[src/rtl/pipe_adder_acc.sv]
// pipe_adder_acc: pipelined add / subtract / accumulate unit with a valid/ready handshake.
//
// Operands are combined in stage 0 on the accepting edge. The result then moves through
// LAT register stages; the last stage drives the outputs. A stalled output beat freezes
// the whole pipeline.
//
// Parameters
//   W    operand width; results and the accumulator are W+1 bits wide
//   LAT  number of register stages, legal range 1..4
//
// Ports
//   clk        rising-edge clock
//   rst        asynchronous, active-high reset
//   in_valid   operand beat present
//   in_ready   block can accept a beat this cycle (combinational, independent of in_valid)
//   in_a       operand A (unsigned)
//   in_b       operand B (unsigned, ignored by ACC and CLR)
//   in_mode    00 ADD, 01 SUB, 10 ACC, 11 CLR
//   out_valid  result beat present
//   out_ready  consumer accepts the result beat
//   out        W+1 bit result
//   is_odd     out[0]
//   is_zero    out == 0
//   acc_ovf    sticky accumulator wrap flag, travelling with the beat that set it
module pipe_adder_acc #(
  parameter int unsigned W   = 8,
  parameter int unsigned LAT = 2
) (
  input  logic         clk,
  input  logic         rst,
  input  logic         in_valid,
  output logic         in_ready,
  input  logic [W-1:0] in_a,
  input  logic [W-1:0] in_b,
  input  logic [1:0]   in_mode,
  output logic         out_valid,
  input  logic         out_ready,
  output logic [W:0]   out,
  output logic         is_odd,
  output logic         is_zero,
  output logic         acc_ovf
);

  typedef enum logic [1:0] {
    ModeAdd = 2'b00,
    ModeSub = 2'b01,
    ModeAcc = 2'b10,
    ModeClr = 2'b11
  } mode_e;

  logic [LAT-1:0] valid_q;
  logic [W:0]     res_q [LAT];
  logic           ovf_q [LAT];

  logic [W:0]     acc_q;
  logic           acc_ovf_q;

  logic           stall;
  logic           accept;
  logic [W+1:0]   acc_wide;
  logic [W:0]     res_d;
  logic [W:0]     acc_d;
  logic           acc_ovf_d;

  assign stall    = valid_q[LAT-1] & ~out_ready;
  assign in_ready = ~stall;
  assign accept   = in_valid & in_ready;

  // One extra bit so the carry out of bit W is visible.
  assign acc_wide = {1'b0, acc_q} + {2'b00, in_a};

  always_comb begin
    res_d     = '0;
    acc_d     = acc_q;
    acc_ovf_d = acc_ovf_q;
    case (mode_e'(in_mode))
      ModeAdd: res_d = {1'b0, in_a} + {1'b0, in_b};
      ModeSub: res_d = {1'b0, in_a} - {1'b0, in_b};
      ModeAcc: begin
        acc_d = acc_wide[W:0];
        res_d = acc_wide[W:0];
        if (acc_wide[W+1]) acc_ovf_d = 1'b1;
      end
      ModeClr: begin
        acc_d     = '0;
        acc_ovf_d = 1'b0;
        res_d     = '0;
      end
      default: res_d = '0;
    endcase
  end

  always_ff @(posedge clk or posedge rst) begin
    if (rst) begin
      valid_q   <= '0;
      acc_q     <= '0;
      acc_ovf_q <= 1'b0;
      for (int i = 0; i < LAT; i++) begin
        res_q[i] <= '0;
        ovf_q[i] <= 1'b0;
      end
    end else if (!stall) begin
      valid_q[0] <= accept;
      if (accept) begin
        res_q[0]  <= res_d;
        ovf_q[0]  <= acc_ovf_d;
        acc_q     <= acc_d;
        acc_ovf_q <= acc_ovf_d;
      end
      // Data registers only load behind a valid beat, so bubbles leave the last result in place.
      for (int i = 1; i < LAT; i++) begin
        valid_q[i] <= valid_q[i-1];
        if (valid_q[i-1]) begin
          res_q[i] <= res_q[i-1];
          ovf_q[i] <= ovf_q[i-1];
        end
      end
    end
  end

  assign out_valid = valid_q[LAT-1];
  assign out       = res_q[LAT-1];
  assign acc_ovf   = ovf_q[LAT-1];
  assign is_odd    = out[0];
  assign is_zero   = (out == '0);

endmodule

[config.mk]
export PLATFORM = sky130hd
export DESIGN_NAME = pipe_adder_acc
export DESIGN_NICKNAME = d
export VERILOG_FILES = /design/src/rtl/pipe_adder_acc.sv
export SDC_FILE = /design/constraint.sdc
export NUM_CORES = 1
export LEC_CHECK = 0
export CORE_MARGIN = 2
export CORE_UTILIZATION = 57
export DETAILED_ROUTE_END_ITERATION = 12
export GPL_ROUTABILITY_DRIVEN = 0
export GPL_TIMING_DRIVEN = 0
export PLACE_DENSITY = 0.85
export RECOVER_POWER = 25
export SLEW_MARGIN = 15
export SYNTH_ARGS = -nofsm -noshare
export SYNTH_HDL_FRONTEND = slang
export SYNTH_SLANG_ARGS = --single-unit
[constraint.sdc]
create_clock -name clk -period 5.2 [get_ports clk]
set_input_delay 0.52 -clock clk [delete_from_list [all_inputs] [get_ports clk]]
set_output_delay 0.52 -clock clk [all_outputs]
set_load 0.1 [all_outputs]
After elaboration in Yosys (flattened, before gate mapping)
Cells that the tools add are included.
Storage, ports and cells
  logic and storage cells: 28
  flip-flop bits (word level): 31
  output and inout bits: 14
Cells by class
  mux-type cells: 4
  add/subtract/negate cells: 3
  eq/ne operators: 4
  reductions and logical operators: 7
  bitwise operators: 4
Operator list (count)
  9-bit one-hot mux with 4 select lines: 1
  9-bit one-hot mux with 2 select lines: 1
  9-bit by 8-bit adder with 10-bit output: 1
  8-bit by 8-bit adder with 9-bit output: 1
  9-bit zero test: 1
  8-bit by 8-bit subtractor with 9-bit output: 1
  2-bit equality test (second input constant): 2
  2-bit AND reduction: 2
  4-bit AND reduction: 1
  3-bit AND reduction: 1
  1-bit bitwise AND: 2
  2-bit by 1-bit equality test with 1-bit output (second input constant): 1
  2-bit zero test: 1
  2-bit inequality test (second input constant): 1
  1-bit inverter: 2
  1-bit one-hot mux with 2 select lines: 1
  2-bit nonzero test: 1
  1-bit two-way mux: 1

Longest topological paths before layout
  depth in word-level cells: 5
  mapped depth: 12
  gate-level depth less buffers: 12

Worst setup path after synthesis
Ideal clock, no wire load.
  kind: register to output
  start point: register res_q (netlist bit out[0])
  end point: output is_zero
  cell stages (with the launch flop): 2
  required time: 4.680 ns
  path slack: 0.912 ns
  buffers on the path: 0
  arrival time: 3.768 ns
  path through: dfrtp_1 nor4_1
Between the ends
  word-level cells in the longest chain between the ends: 1
Ends and longest elaborated chain
  start, declared: RTL line 52  | logic [W:0] res_q [LAT];
  start signal, assigned by index: RTL line 114  | res_q[i] <= res_q[i-1];
  9-bit zero test: RTL line 125  | assign is_zero = (out == '0);
  end, declared: RTL line 40  | output logic is_zero,
Every way passes these cells.

Final worst setup path
  start point: input in_mode[0]
  end point: register res_q[15] (netlist name)
Between the ends
  word-level cells in the longest chain between the ends: 2
  elaborated cells on any way between the ends: 5
Ends and longest elaborated chain
  start, declared: RTL line 35  | input logic [1:0] in_mode,
  2-bit equality test (tied with other cells): RTL line 76  | case (mode_e'(in_mode))
  9-bit one-hot mux with 4 select lines *: RTL line 76
Every way passes the cells marked *; elsewhere a longest branch is shown, timed or not.
A chain may end at the register's enable or synchronous reset.

==> out/results.ini <==
[setup_path]
regToRegSetupSlack_ps = 2900
required_ps = 5370
startpoint_type = input port
r2r_cells = 7
worstSetupPathType = input port to register
path_max_fanout = 8
cp-end-kind = register
worstPathArrival_ps = 3630

[final_layout]
final_common_cell = clkdlybuf4s50_1
drive_above_1_share_pct = 10.6
register_area_um2 = 776
diodes = 0
fin_util_pct = 72.6
final_cell_mix = clkdlybuf4s50_1 (34), dfrtp_1 (31), nand2_1 (24)
fillers = 277
multi_input_area_um2 = 1220
area_growth_pct = 23.5
nNetsFinal = 304

[floorplan]
num_rows = 22
io_pins = 36
coreArea_um2 = 3610
start_util_pct = 58.8
die_y_um = 65.0
dieArea_um2 = 4220
die_w_um = 65.0

[timing]
fmax_mhz = 289
setup_viol = 0
finalWorstPathRequiredPeriod_ps = 3460
slew_headroom_pct = 26.1
fin_skew_ps = 4.57
fin_crit_sh_pct = 66.6
rsz0062_at_grt = no
hold_viol = 0
worst_pin_slew_ps = 1110
tns_ps = 0
slew_violations = 0
hold-worst-slack_ps = 480

[route]
first_iter_violations = 45
routed_wirelength_um = 4060
firstDrtPassIters = 4
drc = 0
dr_total_vias = 1714
drtAntennaViolNets = 0
vias_per_cell = 5.51
wl_per_cell_um = 13.0

[synth]
synth_cells = 221
async_flop_share_pct = 100
ys_ff_latch = 31
ys_seq_area_share_pct = 36.6
synth_edf_count = 0
syn-num-nets = 262
synth.distinct_cells = 44
synth_top_flop_cell = dfrtp_1
synth_area_um2 = 2120
avgSynthCellArea_um2 = 9.60
ys_warn_count = 0

[power_and_ir_drop]
seq_power_share_pct = 28.0
p_sw_mw = 0.645
cellPowerDensity_nw_per_um2 = 517
power.internal_mw = 0.709
p_clk_share_pct = 13.8
combPwrFrac_pct = 58.3
sw_frac_of_total_pct = 47.6
leakagePower_nw = 1.23
max-vdd-ir-drop_mv = 0.170

[clocking]
cts_resized = 0
root_buffer = clkbuf_8
clk_pin_slew_ps = 60
cts_hold_buf = 0
numCtsBuffers = 5
htreeDepth = 2
worstSkewPairLatency_ps = 280
post_cts_buffers = 0
clock_path_buffers = 2
numClockSinks = 31
cts_tree = yes

[min_path]
hold_depth = 2
hp-class = register to register

[grt]
antenna_found_initial = 0
grt_pass1_vias = 1721
grt_pass1_wl_um = 7090
grt_max_degree = 32
grt_overflow_total = 0
grt_util_all_layers_pct = 21.8

[placement]
dpl.hpwl_um = 3280
portBuffers = 35

[flow_run]
cap_violations = 0

[outcome]
outcome = finished, final reports clean

-- per-stage QoR --
step,instances,instance area [um^2],setup WS [ps],power [mW]
floorplan,221,2120,912,1.01
global placement,304,2530,1570,1.15
detailed placement,304,2530,1490,1.17
CTS,311,2620,1780,1.36
global route,311,2620,1510,1.43
finish,311,2620,1740,1.35
-- synth_stat cells, types with 8 or more instances --
library cell,instances,area (um^2)
mux2_1,9,101
ha_1,17,213
buf_4,9,67.6
nand2_1,24,90.1
nor2_1,20,75.1
xnor2_1,13,114
a21oi_1,8,40.0
o21ai_1,9,45.0
inv_1,8,30.0
dfrtp_1,31,776
-- critical path, stage by stage --
cell and delay (ps):
clkdlybuf4s50_1 660, inv_2 140, nor2_1 460, mux2_2 430, fa_1 440, nor2b_1 190
o2111ai_1 170, nand2_1 100, nor2_1 50, xnor2_1 150, a221o_1 320
-- power groups by stage --
stage          combinational (mW)  clock (mW)  sequential, mW
2_1_floorplan               0.596           0           0.412
3_3_place_gp                0.773           0           0.381
3_5_place_dp                0.787           0           0.383
4_1_cts                     0.790       0.191           0.379
5_1_grt                     0.841       0.200           0.393
6_report                    0.789       0.186           0.379
-- registers in the layout (all words and copies together) (netlist names) --
signal     flops
res_q          9
out            9
valid_q        2
acc_ovf        1
acc_ovf_q      1
acc_q          9
-- metal layers --
metal	vias up	routed length [um]	global-route usage, %	share of wire, %
met4	0	104	10.4	2.6
met1	780	1760	25.3	43
met3	14	177	4.17	4.4
met5	-	0	0	0
li1	866	-	-	-
met2	54	2020	38.5	50
-- area by class of cell --
type / count / area share, %
repair buffers: 35 / 13.4
multi-input cells: 167 / 46.7
clock buffers: 6 / 3.15
well taps: 48 / 2.29
inverters: 9 / 1.29
flip-flops and latches: 31 / 29.6
plain buffers: 14 / 3.34
clock inverters: 1 / 0.191
-- final timing paths --
kind	to	startpoint
hold reg to reg	res_q[10]	res_q[10]
hold / removal	res_q[10]	res_q[10]
setup / recovery	res_q[15]	in_mode[0]
setup reg to reg	res_q[15]	acc_q[0]
min in group asynchronous	out[1]	rst
max in group asynchronous	acc_ovf	rst
-- cell families after synthesis --
family / count (synthesis) / synth area share, %
xor+xnor: 18 / 7.43
mux: 11 / 5.84
flops: 31 / 36.6
simple gates: 73 / 17.3
compound gates: 46 / 15.2
buf+inv: 23 / 5.72
fa+ha+maj: 19 / 11.9
(Power assumes the default switching activity.)
